===== src/rtl/memo_pkg.sv =====
// Shared types and codes for the memory-game turn controller.
package memo_pkg;

    typedef enum logic [2:0] {
        IDLE,
        WAIT_TURN,
        SHOW,
        SWITCH,
        GAME_OVER
    } state_e;

    localparam logic [1:0] TURN_NONE = 2'b00;
    localparam logic [1:0] TURN_DONE = 2'b01;

    localparam logic [1:0] WIN_NONE = 2'b00;
    localparam logic [1:0] WIN_J1   = 2'b01;
    localparam logic [1:0] WIN_J2   = 2'b10;
    localparam logic [1:0] WIN_TIE  = 2'b11;

    // Winner code from the two player scores; equal scores are a tie.
    function automatic logic [1:0] pick_winner(input logic [7:0] s1, input logic [7:0] s2);
        if (s1 > s2) begin
            return WIN_J1;
        end else if (s2 > s1) begin
            return WIN_J2;
        end
        return WIN_TIE;
    endfunction

endpackage


===== src/rtl/game_turn_ctrl_if.sv =====
// Bundle between the turn controller (slave side) and the board/compare logic (master side).
interface game_turn_ctrl_if;

    logic       start;
    logic [1:0] turn_done;
    logic       match;
    logic [7:0] score_j1;
    logic [7:0] score_j2;

    logic       player;
    logic       busy;
    logic       hide_req;
    logic [7:0] pairs_found;
    logic       game_over;
    logic [1:0] winner;

    modport master (
        output start, turn_done, match, score_j1, score_j2,
        input  player, busy, hide_req, pairs_found, game_over, winner
    );

    modport slave (
        input  start, turn_done, match, score_j1, score_j2,
        output player, busy, hide_req, pairs_found, game_over, winner
    );

endinterface


===== src/rtl/delay_cnt.sv =====
// Loadable up-counter: counts 0..LIMIT-1 while enabled and emits a registered
// one-cycle pulse on done in the cycle after the count reaches LIMIT-1.
module delay_cnt #(
    parameter int unsigned LIMIT = 4
) (
    input  logic clk,
    input  logic rst,
    input  logic load,
    input  logic en,
    output logic done
);

    localparam int unsigned CW = (LIMIT > 1) ? $clog2(LIMIT) : 1;
    localparam logic [CW-1:0] LAST = CW'(LIMIT - 1);

    logic [CW-1:0] cnt;

    // Wrapping at LAST keeps done a single-cycle pulse even if en stays high.
    always_ff @(posedge clk or posedge rst) begin
        if (rst) begin
            cnt  <= '0;
            done <= 1'b0;
        end else if (load) begin
            cnt  <= '0;
            done <= 1'b0;
        end else if (en) begin
            done <= (cnt == LAST);
            cnt  <= (cnt == LAST) ? '0 : cnt + CW'(1);
        end else begin
            done <= 1'b0;
        end
    end

endmodule


===== src/rtl/game_turn_ctrl.sv =====
// Turn sequencer for a two-player memory game: pair counting, mismatch hide delay,
// player hand-over and winner capture. Define TURN_TIMEOUT_EN for a per-turn time limit.
module game_turn_ctrl
    import memo_pkg::*;
#(
    parameter int unsigned NUM_PAIRS      = 8,
    parameter int unsigned HIDE_CYCLES    = 50_000_000,
    parameter int unsigned TIMEOUT_CYCLES = 500_000_000
) (
    input  logic              clk,
    input  logic              rst,
    game_turn_ctrl_if.slave   bus
);

    localparam logic [7:0] PAIRS_MAX = 8'(NUM_PAIRS);

    if (NUM_PAIRS < 1 || NUM_PAIRS > 255) begin : g_bad_pairs
        $error("NUM_PAIRS must be in 1..255");
    end
    if (HIDE_CYCLES < 1) begin : g_bad_hide
        $error("HIDE_CYCLES must be at least 1");
    end
    if (TIMEOUT_CYCLES < 2) begin : g_bad_timeout
        $error("TIMEOUT_CYCLES must be at least 2");
    end

    state_e     state;
    logic       turn_ev_c;
    logic [1:0] winner_c;
    logic       hide_load_c;
    logic       hide_en_c;
    logic       hide_done;
    logic       timeout_done;

    assign turn_ev_c   = (bus.turn_done == TURN_DONE);
    assign winner_c    = pick_winner(bus.score_j1, bus.score_j2);
    assign hide_load_c = (state != SHOW);
    assign hide_en_c   = (state == SHOW);

    delay_cnt #(
        .LIMIT (HIDE_CYCLES)
    ) u_hide_timer (
        .clk  (clk),
        .rst  (rst),
        .load (hide_load_c),
        .en   (hide_en_c),
        .done (hide_done)
    );

`ifdef TURN_TIMEOUT_EN
    logic turn_load_c;
    logic turn_en_c;

    assign turn_load_c = (state != WAIT_TURN) || turn_ev_c;
    assign turn_en_c   = (state == WAIT_TURN);

    // The registered pulse lands one cycle after the counter's last value, so the
    // limit is pulled in by one: done is visible in the timer's (TIMEOUT_CYCLES-1)th cycle.
    delay_cnt #(
        .LIMIT (TIMEOUT_CYCLES - 1)
    ) u_turn_timer (
        .clk  (clk),
        .rst  (rst),
        .load (turn_load_c),
        .en   (turn_en_c),
        .done (timeout_done)
    );
`else
    assign timeout_done = 1'b0;
`endif

    // Game sequencing; every output is a flop updated here.
    always_ff @(posedge clk or posedge rst) begin
        if (rst) begin
            state           <= IDLE;
            bus.player      <= 1'b0;
            bus.busy        <= 1'b1;
            bus.hide_req    <= 1'b0;
            bus.pairs_found <= '0;
            bus.game_over   <= 1'b0;
            bus.winner      <= WIN_NONE;
        end else begin
            bus.hide_req <= 1'b0;
            case (state)
                IDLE, GAME_OVER: begin
                    if (bus.start) begin
                        state           <= WAIT_TURN;
                        bus.player      <= 1'b0;
                        bus.busy        <= 1'b0;
                        bus.pairs_found <= '0;
                        bus.game_over   <= 1'b0;
                        bus.winner      <= WIN_NONE;
                    end
                end
                WAIT_TURN: begin
                    // A turn event outranks a timeout expiring in the same cycle.
                    if (turn_ev_c) begin
                        if (bus.match) begin
                            if (bus.pairs_found != PAIRS_MAX) begin
                                bus.pairs_found <= bus.pairs_found + 8'd1;
                            end
                            if ((bus.pairs_found + 8'd1) >= PAIRS_MAX) begin
                                state         <= GAME_OVER;
                                bus.busy      <= 1'b1;
                                bus.game_over <= 1'b1;
                                bus.winner    <= winner_c;
                            end
                        end else begin
                            state    <= SHOW;
                            bus.busy <= 1'b1;
                        end
                    end else if (timeout_done) begin
                        state    <= SWITCH;
                        bus.busy <= 1'b1;
                    end
                end
                SHOW: begin
                    if (hide_done) begin
                        bus.hide_req <= 1'b1;
                        state        <= SWITCH;
                    end
                end
                SWITCH: begin
                    bus.player <= ~bus.player;
                    bus.busy   <= 1'b0;
                    state      <= WAIT_TURN;
                end
                default: begin
                    state <= IDLE;
                end
            endcase
        end
    end

endmodule


===== src/flat_wrapper.sv =====
// flat-port wrapper written by rule: the top's interface ports become plain ports
module game_turn_ctrl_flat import memo_pkg::*;
#(
    parameter int unsigned NUM_PAIRS      = 8,
    parameter int unsigned HIDE_CYCLES    = 50_000_000,
    parameter int unsigned TIMEOUT_CYCLES = 500_000_000
)
  (clk, rst, bus_start, bus_turn_done, bus_match, bus_score_j1, bus_score_j2, bus_player, bus_busy, bus_hide_req, bus_pairs_found, bus_game_over, bus_winner);
  game_turn_ctrl_if bus_i ();
  input  logic clk;
  input  logic rst;
  input wire logic [$bits(bus_i.start)-1:0] bus_start;
  input wire logic [$bits(bus_i.turn_done)-1:0] bus_turn_done;
  input wire logic [$bits(bus_i.match)-1:0] bus_match;
  input wire logic [$bits(bus_i.score_j1)-1:0] bus_score_j1;
  input wire logic [$bits(bus_i.score_j2)-1:0] bus_score_j2;
  output wire logic [$bits(bus_i.player)-1:0] bus_player;
  output wire logic [$bits(bus_i.busy)-1:0] bus_busy;
  output wire logic [$bits(bus_i.hide_req)-1:0] bus_hide_req;
  output wire logic [$bits(bus_i.pairs_found)-1:0] bus_pairs_found;
  output wire logic [$bits(bus_i.game_over)-1:0] bus_game_over;
  output wire logic [$bits(bus_i.winner)-1:0] bus_winner;
  assign bus_i.start = bus_start;
  assign bus_i.turn_done = bus_turn_done;
  assign bus_i.match = bus_match;
  assign bus_i.score_j1 = bus_score_j1;
  assign bus_i.score_j2 = bus_score_j2;
  assign bus_player = bus_i.player;
  assign bus_busy = bus_i.busy;
  assign bus_hide_req = bus_i.hide_req;
  assign bus_pairs_found = bus_i.pairs_found;
  assign bus_game_over = bus_i.game_over;
  assign bus_winner = bus_i.winner;
  game_turn_ctrl #(.NUM_PAIRS(NUM_PAIRS), .HIDE_CYCLES(HIDE_CYCLES), .TIMEOUT_CYCLES(TIMEOUT_CYCLES)) u_core (.clk(clk), .rst(rst), .bus(bus_i));
endmodule

===== config.mk =====
export PLATFORM = sky130hd
export DESIGN_NAME = game_turn_ctrl_flat
export DESIGN_NICKNAME = d
export VERILOG_FILES = /design/src/rtl/memo_pkg.sv /design/src/rtl/game_turn_ctrl_if.sv /design/src/rtl/delay_cnt.sv /design/src/rtl/game_turn_ctrl.sv /design/src/flat_wrapper.sv
export SDC_FILE = /design/constraint.sdc
export NUM_CORES = 1
export LEC_CHECK = 0
export ABC_AREA = 0
export CORE_ASPECT_RATIO = 2
export CORE_MARGIN = 8
export CORE_UTILIZATION = 55
export DETAILED_ROUTE_END_ITERATION = 7
export PLACE_DENSITY = 0.78
export SLEW_MARGIN = 0
export SYNTH_ARGS = -nofsm -noshare
export SYNTH_HDL_FRONTEND = slang
export SYNTH_HIERARCHICAL = 1
export SYNTH_SLANG_ARGS = --single-unit

===== constraint.sdc =====
create_clock -name clk -period 4.64 [get_ports clk]
set_clock_uncertainty 0.15 [all_clocks]
set_input_delay 0.464 -clock clk [delete_from_list [all_inputs] [get_ports clk]]
set_output_delay 0.464 -clock clk [all_outputs]
set_load 0.005 [all_outputs]

==> reports/results.ini <==
[status]
status=finished clean

[min_path]
worst_hold_path.num_cells=1
min_from=u_core/u_hide_timer/done$_DFF_PP0_
hold_path.class=flip-flop to flip-flop
min_to=u_core/bus.hide_req$_DFF_PP0_

[timing]
fmax_ghz=0.2804
drv_slew=0
tns_ns=0
setup_viol=0
relSlewSlack_pct=32.51
hold_viol_final=0
fin_crit_sh_pct=76.86
rsz0062_at_grt=no
worst_pin_slew_ns=1.011
layout_setup_ws_ns=1.073
period_minus_slack_ns=3.567
whs_ns=0.3374

[worst_setup_path]
start_kind=flip-flop
cp-end-kind=flip-flop
timing.rr.start=u_core/state[1]$_DFFE_PP0P_
worstPathRequired_ns=4.68
critPathArrivalTime_ns=3.61
criticalPathCategory=flip-flop to flip-flop
r2r_setup_slack_ns=1.07
cp_max_fo=30
regToRegEndpoint=u_core/u_hide_timer/cnt[7]$_DFFE_PP0P_
r2r_cells=8

[floorplan]
core_um2=5046
rows=37
die_height_um=117.7
dieArea_um2=7864
pin_count=36
initial_utilization_pct=56.34
die_width_um=66.84

[clock_network]
path_clk_slew_ns=0.09
cts_root_buf=clkbuf_8
cts_resized=0
cts_tree=done
clk_latency_ns=0.29
cts_buffers=5
ctsHtreeMaxLevel=2
clock-sinks=44
postCtsHoldBufs=0
postCtsSetupRepairBufs=0
clock_path_buffers=2

[global_routing]
grt_max_degree=31
grtUsageTotal_pct=19.43
grt-ovfl-total=0
first_global_vias=2649
grt_pass1_wl_mm=12.58
antenna_found_initial=0

[synth]
syn_avg_cell_area_um2=8.911
synth-edff-count=0
synth-seq-cells=44
synth_area_um2=2843
yosys_warnings=6
syn_nets=352
ys_seq_area_share_pct=38.78
synth_cells=319
ys.flop_type=dfrtp_1
synth_cell_type_count=61
synth_async_sr_flop_share_pct=100.0

[drt]
drc=0
dr.pass1.iters=6
finalWirelength_mm=7.241
avgRoutedWirePerCell_um=17.58
ant_nets=0
num_vias=2638
vias_per_cell=6.403
drtIter0Drc=179

[layout]
nFillCells=411
ff_latch_area_um2=1102
fin_area_um2=3333
multi_input_area_um2=1613
final_cell_mix=dfrtp_1 (43), clkdlybuf4s50_1 (35), nor2_1 (26), nand2_1 (25), a21oi_1 (23)
area_growth_pct=17.25
final_common_cell=dfrtp_1
nets=386
drive_above_1_share_pct=7.627
num_antenna_cells=0

[pwr]
power.leakage_nw=1.321
total_power_mw=0.9624
p_int_mw=0.6634
power.density_nw_per_um2=288.7
seqPwrFrac_pct=48.4
p_sw_share_pct=31.07
clockPowerShare_pct=26.3
combPwrFrac_pct=25.3
switchingPower_mw=0.2990
ir_drop_uv=437.6

[place]
portBuffers=35
dp_slack_ns=1.153
place_area_um2=3236
gp_congestion=0.9172
dpl.hpwl_mm=5.395

[flow_run]
maxCapViolCount=0

==> layer usage <==
metal	track usage (%)	wire (um)	up-vias
met1	25.82	3076	1267
met5	0	0	-
met3	3.432	401	16
met2	30.40	3604	94
met4	6.326	159	0
li1	-	-	1261
==> worst max path at each step <==
stage                                              end                         from  slack (ns)
2_1_floorplan  u_core/u_hide_timer/cnt[22]$_DFFE_PP0P_  u_core/state[1]$_DFFE_PP0P_        2.19
5_1_grt         u_core/u_hide_timer/cnt[7]$_DFFE_PP0P_  u_core/state[1]$_DFFE_PP0P_        0.71
3_5_place_dp    u_core/u_hide_timer/cnt[7]$_DFFE_PP0P_  u_core/state[1]$_DFFE_PP0P_        1.15
4_1_cts         u_core/u_hide_timer/cnt[7]$_DFFE_PP0P_  u_core/state[1]$_DFFE_PP0P_        1.15
6_report        u_core/u_hide_timer/cnt[7]$_DFFE_PP0P_  u_core/state[1]$_DFFE_PP0P_        1.07
3_3_place_gp    u_core/u_hide_timer/cnt[7]$_DFFE_PP0P_  u_core/state[1]$_DFFE_PP0P_        1.38
==> state kept, by name (all words and copies together), names as in the netlist <==
name                      flops
u_core/state                  3
u_core/u_hide_timer/done      1
u_core/u_hide_timer/cnt      26
u_core/bus.game_over          1
u_core/bus.busy               1
u_core/bus.pairs_found        8
u_core/bus.hide_req           1
u_core/bus.player             1
u_core/bus.winner             2
==> power by group through the flow <==
stage	Combinational (mW)	Sequential, mW	Clock, mW
floorplan	0.140	0.456	0
global placement	0.237	0.470	0
detailed placement	0.242	0.474	0
CTS	0.245	0.466	0.259
global route	0.272	0.474	0.273
finish	0.243	0.466	0.253
==> cell families after synthesis <==
logic type | after synthesis | share of synthesized area (%)
compound gates | 81 | 19.32
xor+xnor | 7 | 2.157
fa+ha+maj | 11 | 4.841
buf+inv | 33 | 4.489
flops | 44 | 38.78
mux | 6 | 2.157
simple gates | 137 | 28.26
==> synth_stat cells (2+ instances only) <==
| cell type | count | share of area [%] |
|---|---|---|
| dfrtp_1 | 43 | 38 |
| nor2_1 | 26 | 3.4 |
| nand2_1 | 25 | 3.3 |
| a21oi_1 | 23 | 4.0 |
| inv_1 | 22 | 2.9 |
| o21ai_0 | 17 | 3.0 |
| nand3_1 | 12 | 2.1 |
| ha_1 | 11 | 4.8 |
| nand4_1 | 11 | 2.4 |
| and3_1 | 8 | 1.8 |
| or3_1 | 8 | 1.8 |
| nor3_1 | 7 | 1.2 |
| o31ai_1 | 7 | 1.8 |
| a31oi_1 | 5 | 1.1 |
| a32o_1 | 5 | 1.8 |
| mux2i_1 | 5 | 1.8 |
| nor4_1 | 5 | 1.1 |
| xor2_1 | 5 | 1.5 |
| and4_1 | 4 | 1.2 |
| clkbuf_1 | 4 | 0.53 |
| o32ai_1 | 4 | 1.2 |
| and2_1 | 3 | 0.66 |
| nor2b_1 | 3 | 0.66 |
| o21a_1 | 3 | 0.79 |
| or4_1 | 3 | 0.79 |
| a311oi_1 | 2 | 0.62 |
| a31o_2 | 2 | 0.62 |
| and3_2 | 2 | 0.53 |
| buf_1 | 2 | 0.26 |
| buf_2 | 2 | 0.35 |
| clkinv_1 | 2 | 0.26 |
| nand2b_1 | 2 | 0.44 |
| nand3_2 | 2 | 0.70 |
| nand4b_1 | 2 | 0.62 |
| o2bb2ai_1 | 2 | 0.62 |
| o41ai_1 | 2 | 0.62 |
| or4_4 | 2 | 0.79 |
| or4bb_1 | 2 | 0.79 |
| xnor2_1 | 2 | 0.62 |
==> per-stage QoR <==
stage,std cells,util (%)
final,412,66.05
after global routing,412,66.05
after CTS,412,66.05
after detailed placement,404,64.12
after global placement,404,64.12
after floorplan,319,-
==> area by class of cell <==
type	count	share of cell area (%)
multi-input cells	242	48.39
repair buffers	36	10.74
inverters	24	2.703
well taps	58	2.177
clock buffers	6	2.477
flip-flops and latches	44	33.07
clock inverters	2	0.4505
==> worst max-delay path, stage by stage, from the launching register on <==
cell,delay [ns]
dfrtp_1,0.65
inv_1,0.23
or3_1,0.35
buf_4,0.24
inv_1,0.39
clkinv_1,0.39
a21oi_1,0.61
a21oi_1,0.15
a311oi_1,0.29
Note: power is estimated with default switching activity, not from simulation.
